File: src/rtl/register_status_file_pkg.sv
// Shared definitions for the register status file: word, index and ROB tag
// ranges, null values and the commit payload.
package register_status_file_pkg;

  localparam int unsigned XLEN      = 32;
  localparam int unsigned REG_COUNT = 32;
  localparam int unsigned REG_IDX_W = 5;
  localparam int unsigned TAG_WIDTH = 4;
  localparam int unsigned BUSY_W    = 6;

  typedef logic [XLEN-1:0]      word_t;
  typedef logic [REG_IDX_W-1:0] reg_idx_t;
  typedef logic [TAG_WIDTH-1:0] tag_t;
  typedef logic [BUSY_W-1:0]    busy_t;

  localparam tag_t     NULL_TAG       = TAG_WIDTH'(0);
  localparam word_t    ZERO_WORD      = XLEN'(0);
  localparam reg_idx_t ZERO_REG_INDEX = REG_IDX_W'(0);

  // Register-writing commit from the reorder-buffer head.
  typedef struct packed {
    reg_idx_t target;
    tag_t     tag;
    word_t    data;
  } commit_t;

endpackage : register_status_file_pkg

File: src/rtl/register_status_file_read_port.sv
// rsf_read_port: combinational operand lookup for one source register.
// Applies the x0 rule, then the same-cycle commit bypass, then the stored
// tag/value.
//   rs_i              source register index
//   tag_lookup_i      stored rename tag of rs_i
//   value_lookup_i    stored architectural value of rs_i
//   commit_valid_i    a register-writing commit is present this cycle
//   commit_i          commit payload (target, tag, data)
//   src_tag_c_o       producer tag, NULL_TAG when the value is ready
//   src_value_c_o     operand value (meaningful only with NULL_TAG)
module rsf_read_port
  import register_status_file_pkg::*;
(
  input  logic     [REG_IDX_W-1:0] rs_i,
  input  logic     [TAG_WIDTH-1:0] tag_lookup_i,
  input  logic     [XLEN-1:0]      value_lookup_i,
  input  logic                     commit_valid_i,
  input  commit_t                  commit_i,
  output logic     [TAG_WIDTH-1:0] src_tag_c_o,
  output logic     [XLEN-1:0]      src_value_c_o
);

  logic bypass_hit_c;

  // The commit resolves this operand only if it is the newest producer.
  assign bypass_hit_c = commit_valid_i
                     && (commit_i.target == rs_i)
                     && (commit_i.tag == tag_lookup_i);

  always_comb begin
    src_tag_c_o   = tag_lookup_i;
    src_value_c_o = value_lookup_i;
    if (rs_i == ZERO_REG_INDEX) begin
      src_tag_c_o   = NULL_TAG;
      src_value_c_o = ZERO_WORD;
    end else if (bypass_hit_c) begin
      src_tag_c_o   = NULL_TAG;
      src_value_c_o = commit_i.data;
    end
  end

endmodule : rsf_read_port

File: src/rtl/register_status_file.sv
// register_status_file: architectural register file plus rename-status
// table. Retires ROB commits into 32 registers, renames rd on issue,
// serves two zero-latency source operands and drops all renames on rollback.
//   clk, rst_n                   clock, async active-low reset
//   rollback_in                  flush: clear every rename tag
//   dec_issue_in/rd/tag          issue and rename of the destination register
//   dec_rs1_in, dec_rs2_in       source operand indices
//   dec_Qj/Qk_out                producer tags (NULL_TAG when value valid)
//   dec_Vj/Vk_out                operand values
//   commit_rf_signal_in/target/tag/data   ROB register commit
//   busy_count_out               registered count of renamed registers
module register_status_file
  import register_status_file_pkg::*;
(
  input  logic                 clk,
  input  logic                 rst_n,
  input  logic                 rollback_in,
  input  logic                 dec_issue_in,
  input  logic [REG_IDX_W-1:0] dec_rd_in,
  input  logic [TAG_WIDTH-1:0] dec_tag_in,
  input  logic [REG_IDX_W-1:0] dec_rs1_in,
  input  logic [REG_IDX_W-1:0] dec_rs2_in,
  output logic [TAG_WIDTH-1:0] dec_Qj_out,
  output logic [TAG_WIDTH-1:0] dec_Qk_out,
  output logic [XLEN-1:0]      dec_Vj_out,
  output logic [XLEN-1:0]      dec_Vk_out,
  input  logic                 commit_rf_signal_in,
  input  logic [REG_IDX_W-1:0] commit_target_in,
  input  logic [TAG_WIDTH-1:0] commit_tag_in,
  input  logic [XLEN-1:0]      commit_data_in,
  output logic [BUSY_W-1:0]    busy_count_out
);

  word_t   value_q [REG_COUNT];
  word_t   value_d [REG_COUNT];
  tag_t    tag_q   [REG_COUNT];
  tag_t    tag_d   [REG_COUNT];
  busy_t   busy_q;
  busy_t   busy_d;

  commit_t commit_c;
  logic    commit_we_c;
  logic    issue_we_c;

  assign commit_c    = '{target: commit_target_in, tag: commit_tag_in, data: commit_data_in};
  assign commit_we_c = commit_rf_signal_in && (commit_target_in != ZERO_REG_INDEX);
  assign issue_we_c  = dec_issue_in && !rollback_in && (dec_rd_in != ZERO_REG_INDEX);

  // Storage state register.
  always_ff @(posedge clk or negedge rst_n) begin
    if (!rst_n) begin
      for (int i = 0; i < int'(REG_COUNT); i++) begin
        value_q[i] <= ZERO_WORD;
        tag_q[i]   <= NULL_TAG;
      end
      busy_q <= '0;
    end else begin
      value_q <= value_d;
      tag_q   <= tag_d;
      busy_q  <= busy_d;
    end
  end

  // Next-state: commit first, then rollback or issue override the tag.
  always_comb begin
    value_d = value_q;
    tag_d   = tag_q;

    if (commit_we_c) begin
      value_d[commit_target_in] = commit_data_in;
      // A younger rename of the same register must survive this commit.
      if (tag_q[commit_target_in] == commit_tag_in) begin
        tag_d[commit_target_in] = NULL_TAG;
      end
    end

    if (rollback_in) begin
      for (int i = 0; i < int'(REG_COUNT); i++) begin
        tag_d[i] = NULL_TAG;
      end
    end else if (issue_we_c) begin
      tag_d[dec_rd_in] = dec_tag_in;
    end

    // x0 is hardwired; keep its storage pinned regardless of inputs.
    value_d[0] = ZERO_WORD;
    tag_d[0]   = NULL_TAG;
  end

  // Busy count from next-state tags so it tracks the register contents.
  always_comb begin
    busy_d = '0;
    for (int i = 1; i < int'(REG_COUNT); i++) begin
      if (tag_d[i] != NULL_TAG) begin
        busy_d = busy_d + BUSY_W'(1);
      end
    end
  end

  assign busy_count_out = busy_q;

  rsf_read_port u_read_rs1 (
    .rs_i           (dec_rs1_in),
    .tag_lookup_i   (tag_q[dec_rs1_in]),
    .value_lookup_i (value_q[dec_rs1_in]),
    .commit_valid_i (commit_rf_signal_in),
    .commit_i       (commit_c),
    .src_tag_c_o    (dec_Qj_out),
    .src_value_c_o  (dec_Vj_out)
  );

  rsf_read_port u_read_rs2 (
    .rs_i           (dec_rs2_in),
    .tag_lookup_i   (tag_q[dec_rs2_in]),
    .value_lookup_i (value_q[dec_rs2_in]),
    .commit_valid_i (commit_rf_signal_in),
    .commit_i       (commit_c),
    .src_tag_c_o    (dec_Qk_out),
    .src_value_c_o  (dec_Vk_out)
  );

endmodule : register_status_file

File: config.mk
export PLATFORM = sky130hd
export DESIGN_NAME = register_status_file
export DESIGN_NICKNAME = d
export VERILOG_FILES = /design/src/rtl/register_status_file_pkg.sv /design/src/rtl/register_status_file_read_port.sv /design/src/rtl/register_status_file.sv
export SDC_FILE = /design/constraint.sdc
export NUM_CORES = 2
export LEC_CHECK = 0
export ABC_CLOCK_PERIOD_IN_PS = 35600
export CAP_MARGIN = 0
export CORE_MARGIN = 8
export CORE_UTILIZATION = 55
export DETAILED_ROUTE_END_ITERATION = 16
export GPL_ROUTABILITY_DRIVEN = 0
export GPL_TIMING_DRIVEN = 0
export PLACE_DENSITY = 0.72
export SLEW_MARGIN = 20
export SYNTH_ARGS = -nofsm -noshare
export SYNTH_HDL_FRONTEND = slang
export SYNTH_SLANG_ARGS = --single-unit
File: constraint.sdc
create_clock -name clk -period 35.6 [get_ports clk]
set_input_delay 3.56 -clock clk [delete_from_list [all_inputs] [get_ports clk]]
set_output_delay 3.56 -clock clk [all_outputs]
set_load 0.1 [all_outputs]
# ---- After elaboration in Yosys (flattened, before gate mapping)
# Index checks and enable logic that the tools add are counted.
dict set report totals {
  register_bits 1122
  in_bits 65
  output_inout_bits 78
  wordCells 221
}
dict set report classes {
  add_sub_neg 30
  n_lt_le_gt_ge 6
  eq_ne 5
  mux 66
  n_bitwise 6
  n_reduce_logical 45
}
# cell n
set op_table {}
lappend op_table {{bitwise mux 1024 bit} 1}
lappend op_table {{binary-select mux 32 bit (select 5 bit)} 2}
lappend op_table {{two-way mux 32 bit} 9}
lappend op_table {{two-way mux 128 bit} 2}
lappend op_table {{two-way mux 124 bit} 2}
lappend op_table {{adder 6 x 1 -> 6 bit, second input constant} 29}
lappend op_table {{two-way mux 6 bit} 29}
lappend op_table {{demux 32 bit (select 5 bit)} 1}
lappend op_table {{AND 124 x 128 -> 128 bit} 1}
lappend op_table {{bitwise mux 128 bit} 1}
lappend op_table {{NOT 128 bit} 1}
lappend op_table {{nonzero test 4 bit} 31}
lappend op_table {{binary-select mux 4 bit (select 5 bit)} 3}
lappend op_table {{two-way mux 4 bit} 12}
lappend op_table {{demux 4 bit (select 5 bit)} 2}
lappend op_table {{>= comparator 6 bit, second input constant} 4}
lappend op_table {{NOT 5 -> 6 bit} 4}
lappend op_table {{equality test 4 bit} 3}
lappend op_table {{< comparator 6 x 1 -> 1 bit, second input constant} 2}
lappend op_table {{equality test 5 bit} 2}
lappend op_table {{zero test 5 bit} 2}
lappend op_table {{nonzero test 5 bit} 2}
lappend op_table {{logical AND 1 bit} 9}
lappend op_table {{adder 1 x 1 -> 2 bit, second input constant} 1}
lappend op_table {{other kinds (3)} 3}

# ---- Longest topological paths before layout
dict set report logic_depth {
  word_depth 74
  depth_mapped 114
  ltp_nobuf 109
}

# ---- Hierarchy
# Synthesis repeated with hierarchy kept, for this count alone.
dict set report unflattened {
  hier_cells 5027
  area_unflattened_um2 68426.9
}
# mod n_inst cells_per_inst area_each_um2 seq_area_each_um2
set modules_own_cells {}
lappend modules_own_cells {register_status_file 1 4773 66820.3 28076.9}
lappend modules_own_cells {rsf_read_port 2 127 803.3 0.0}

# ---- Worst setup path after synthesis
# Ideal clock, no wire load.
dict set report synth_path {
  kind {input -> register}
  from {in commit_target_in[1]}
  to {reg busy_q[4] (netlist: busy_count_out[4])}
  setup_time_ns 0.124
  arrival_ns 23.196
  required_ns 35.476
  path_slack_ns 12.279
  stages 111
  n_path_buf 6
  path_cell_list {buf_4 -> buf_2 -> mux2i_1 -> o22ai_1 -> or3_1 -> nor4_1 -> o22ai_2 -> nor2_4 -> buf_4 -> buf_2 -> buf_1 -> buf_1 -> nand2_1 -> nand3_1 -> nand2_1 -> nand2_1 -> nand4_1 -> ha_1 -> (+75 left out) -> inv_1 -> ha_1 -> nor2_1 -> a21oi_1 -> ha_1 -> mux2i_1 -> inv_1 -> ha_1 -> o21ai_0 -> a21oi_1 -> ha_1 -> mux2_2 -> ha_1 -> nor2b_1 -> o21ai_0 -> a21oi_1 -> a21oi_1 -> xnor2_1}
}
dict set report synth_via {
  elab_chain_len 74
  elab_cells_between_ends 111
  classes_between {add/sub: 30; order compare: 2; eq/ne: 1; mux: 41; bitwise: 3; reduce/logical: 34}
}
# element line
set synth_lines {}
lappend synth_lines {{from (decl)} register_status_file.sv:28} ;# input logic [REG_IDX_W-1:0] commit_target_in,
lappend synth_lines {{NOT 5 -> 6 bit (implied by the code)} {register_status_file.sv:72, register_status_file.sv:73}}
lappend synth_lines {{>= comparator 6 bit (implied by the code) / < comparator 6 x 1 -> 1 bit (equally long branches)} register_status_file.sv:73} ;# tag_d[commit_target_in] = NULL_TAG;
lappend synth_lines {{logical AND 1 bit (implied by the code)} register_status_file.sv:73}
lappend synth_lines {{two-way mux 4 bit (implied by the code)} register_status_file.sv:73}
lappend synth_lines {{demux 4 bit (select 5 bit)} register_status_file.sv:73}
lappend synth_lines {{NOT 128 bit (no line)} -}
lappend synth_lines {{AND 124 x 128 -> 128 bit (no line)} -}
lappend synth_lines {{two-way mux 128 bit} register_status_file.sv:72} ;# if (tag_q[commit_target_in] == commit_tag_in) begin
lappend synth_lines {{(+59 left out)} -}
lappend synth_lines {{two-way mux 6 bit} register_status_file.sv:94} ;# if (tag_d[i] != NULL_TAG) begin
lappend synth_lines {{adder 6 x 1 -> 6 bit} register_status_file.sv:95} ;# busy_d = busy_d + BUSY_W'(1);
lappend synth_lines {{two-way mux 6 bit} register_status_file.sv:94}
lappend synth_lines {{adder 6 x 1 -> 6 bit} register_status_file.sv:95}
lappend synth_lines {{two-way mux 6 bit} register_status_file.sv:94}
lappend synth_lines {{adder 6 x 1 -> 6 bit} register_status_file.sv:95}
lappend synth_lines {{two-way mux 6 bit *} register_status_file.sv:94}
lappend synth_lines {{via busy_d[4]} register_status_file.sv:39} ;# busy_t busy_d;
lappend synth_lines {{to (signal assigned)} register_status_file.sv:60} ;# busy_q <= busy_d;
lappend synth_lines {{to (decl)} register_status_file.sv:38} ;# busy_t busy_q;
# The timed path passes the listed nets; every way through them passes the cells marked *. The select of a mux whose other input is x is not followed.
# A chain may end at the register's enable or synchronous reset.

# ---- Worst setup path in the final report
dict set report layout_path {
  from {in commit_target_in[3]}
  to {reg busy_q[5] (netlist: busy_count_out[5])}
}
# The elaborated chain is that of the path after synthesis.

==> results.json <==
{
  "synthTopCellsByCount": "dfrtp_1, mux2_2, mux4_2",
  "grt_setup_unrepaired": "no",
  "ios": 143,
  "cts_inserted_buffers": 120,
  "postSynth.topFlopCell": "dfrtp_1",
  "placement.io_buffers": 130,
  "cts_num_sinks": 1122,
  "first_pass_iters": 8,
  "clk_path_buf_depth": 3,
  "initial_antenna_violation_count": 7,
  "worstSkewPairLatency_ns": 0.74,
  "use_met2": 0.5017,
  "globalRoute.busiestLayer": "met2",
  "cts_root_buffer": "clkbuf_16",
  "synthDominantAreaCellType": "dfrtp_1",
  "final_nets": 5410,
  "holdWs_ns": 0.5002,
  "synth_enable_flop_cells": 0,
  "crit_required_ns": 36.26,
  "htree_levels": 3,
  "die_y_um": 365.6,
  "synth_top_cells_by_area": "dfrtp_1, mux4_2, mux2_2, mux2i_1, clkbuf_1",
  "tightest_slew_ns": 1.280,
  "netlist_area_mm2": 0.06721,
  "timing.hold.worst.start": "value_q[697]",
  "dieArea_mm2": 0.1336,
  "post-synth-top-area-fraction": 0.4177,
  "number_of_maximum_capacitance_constraint_violations": 0,
  "post-cts-setup-buffer-count": 0,
  "synth_area_per_inst_um2": 13.31,
  "r2r-start": "tag_q[58]",
  "via_per_inst": 7.144,
  "grt_max_degree": 149,
  "max-slew-margin-rel": 0.1469,
  "critical-path-slowest-cell": "clkdlybuf4s50_1",
  "critPathLaunch": "commit_target_in[3]",
  "hold_class": "register to register",
  "remaining_drc_errors": 0,
  "setup.worst_path.start_class": "input pin",
  "floorplan.die.width_um": 365.6,
  "report.final.slew_viol_count": 0,
  "power-per-cell-area_mw_per_mm2": 57.15,
  "grt_first_pass_wirelength_mm": 340.7,
  "period_needed_ns": 26.70,
  "drt-initial-drc-count": 6978,
  "synth_nets": 5144,
  "distinct_cell_type_count_of_the_synthesized_netlist": 94,
  "async_reset_ff_frac": 1.000,
  "vias": 50270,
  "hpwl_mm": 164.6,
  "p_leak_nw": 31.59,
  "synth.ff_latch_count": 1122,
  "core_area_mm2": 0.1216,
  "post_cts_resized": 0,
  "tritoncts_clock_tree": "done",
  "layout-area-overhead-vs-synth_pct": 11.91,
  "cp.arrival_ns": 27.36,
  "max_clock_freq_mhz": 37.46,
  "run_status": "completed",
  "layout-drive-gt1-share": 0.3821,
  "peak_supply_drop_uv": 44.63,
  "worstSetupEndpointType": "register",
  "cts-hold-fix-buffers": 0,
  "path_clk_slew_ns": 0.06,
  "grt.met1_usage": 0.4626,
  "fin_crit_sh": 0.7499,
  "wl_per_cell_um": 33.31,
  "grtUsageTotal": 0.3481,
  "global_route.usage.met3": 0.1128,
  "final_antenna_net_count": 0,
  "synth.yosys.seq_area_share": 0.4177,
  "rows": 128,
  "cp_max_fo": 10,
  "initial_standard_cell_utilization_of_the_core": 0.5529,
  "syn-instance-count": 5049,
  "yosys_warnings": 0,
  "critical-path-top-cell-by-count": "ha_1",
  "postRouteWirelength_mm": 234.4,
  "finalSetupViolCount": 0,
  "fin_setup_tns_ns": 0,
  "final_hold_viol_count": 0,
  "maximum_single_stage_delay_on_the_critical_path_ns": 0.62,
  "worst-setup-path-type": "input pin to register",
  "grt_overflow": 0,
  "fin_worst_skew_ns": 0.01480,
  "most_common_cell_in_the_synthesized_netlist": "dfrtp_1",
  "via_count_of_the_first_global_routing_pass": 50370
}
==> stage by stage <==
stage	cell area [um2]	power, mW	setup WS [ns]	cells	util
CTS	75140	4.280	9.213	7028	0.6182
global placement	70550	2.905	-19.82	6804	0.5803
finish	75220	4.298	8.902	7036	0.6188
detailed placement	70970	2.944	8.597	6816	0.5838
global route	75210	4.453	7.093	7034	0.6187
floorplan	67210	2.589	12.28	5049	-
==> layout make-up <==
class / instances / area (um2)
Antenna cell: 6 / 15.01
Buffer: 470 / 1899
Clock buffer: 165 / 3406
Clock inverter: 47 / 769.5
Fill cell: 9214 / 46340
Inverter: 44 / 165.2
Multi-Input combinational cell: 3413 / 37230
Sequential cell: 1122 / 28080
Tap cell: 1625 / 2033
Timing Repair Buffer: 144 / 1623
==> per-layer routing <==
| metal | part of all wire | vias up | wire, um |
|---|---|---|---|
| met3 | 0.13 | 913 | 29550 |
| met5 | 0.00012 | - | 28 |
| li1 | - | 19820 | - |
| met2 | 0.43 | 3522 | 100800 |
| met1 | 0.37 | 26010 | 86880 |
| met4 | 0.073 | 4 | 17130 |
==> kinds of logic after synthesis <==
logic type,Yosys count,synth area share
flip-flops,1122,0.4177
adder cells (fa/ha/maj),32,0.005883
AO/OA/AOI/OAI,465,0.04559
AND/OR/NAND/NOR,942,0.06560
multiplexers,1837,0.4136
XOR/XNOR,137,0.02225
buffers and inverters,514,0.02932
==> critical path, delay by kind of cell <==
family,cells,cell delay (ns)
AND/OR/NAND/NOR,28,3.78
multiplexers,6,1.38
AO/OA/AOI/OAI,32,6.05
adder cells (fa/ha/maj),27,7.97
XOR/XNOR,6,1.25
buffers and inverters,14,3.38
==> report_power, final <==
part / total [mW] / internal, mW / leakage, nW / switching [mW]
Clock: 1.35 / 0.796 / 2.04 / 0.551
Sequential: 1.67 / 1.50 / 14.5 / 0.166
Combinational: 1.28 / 0.608 / 15.1 / 0.676
Total: 4.30 / 2.91 / 31.6 / 1.39
==> cell usage in the layout, fill, tap and decap left out, drive strengths merged, types with 7 or more instances in the layout <==
cell	synthesis	routed
buf	96	103
nand2b	8	8
or4	17	17
o41ai	8	8
dfrtp	1122	1122
mux4	648	648
nor2b	12	12
a21oi	201	201
xnor2	88	88
o211ai	15	15
nor2	247	247
and3	22	22
or3	13	13
mux2	1039	1039
nor3b	13	13
clkdlybuf4s50	0	129
xor2	42	42
o21ai	31	31
nand4	12	12
xnor3	7	7
a21o	7	7
o21a	8	8
a211oi	10	10
nor3	18	18
bufinv	0	18
a31oi	20	20
clkinv	1	23
ha	30	30
nand3	140	140
nor4	27	27
or2	22	22
nand3b	7	7
a22o	70	70
inv	43	46
nand2	342	342
o22ai	46	46
clkbuf	374	547
mux2i	150	150
and2	11	11
==> final timing paths <==
path / end / slack (ns) / cells after the start
setup / recovery: busy_count_out[5] / 8.90 / 113
hold / removal: value_q[697] / 0.50 / 2
setup reg to reg: busy_count_out[5] / 12.24 / 110
hold reg to reg: value_q[697] / 0.50 / 2
max in group asynchronous: value_q[665] / 30.79 / 4
min in group asynchronous: value_q[977] / 2.67 / 1
==> registers in the layout, indices dropped and copies added (netlist names) <==
name            count
value_q           992
tag_q             124
busy_count_out      6
(Power assumes the default switching activity.)
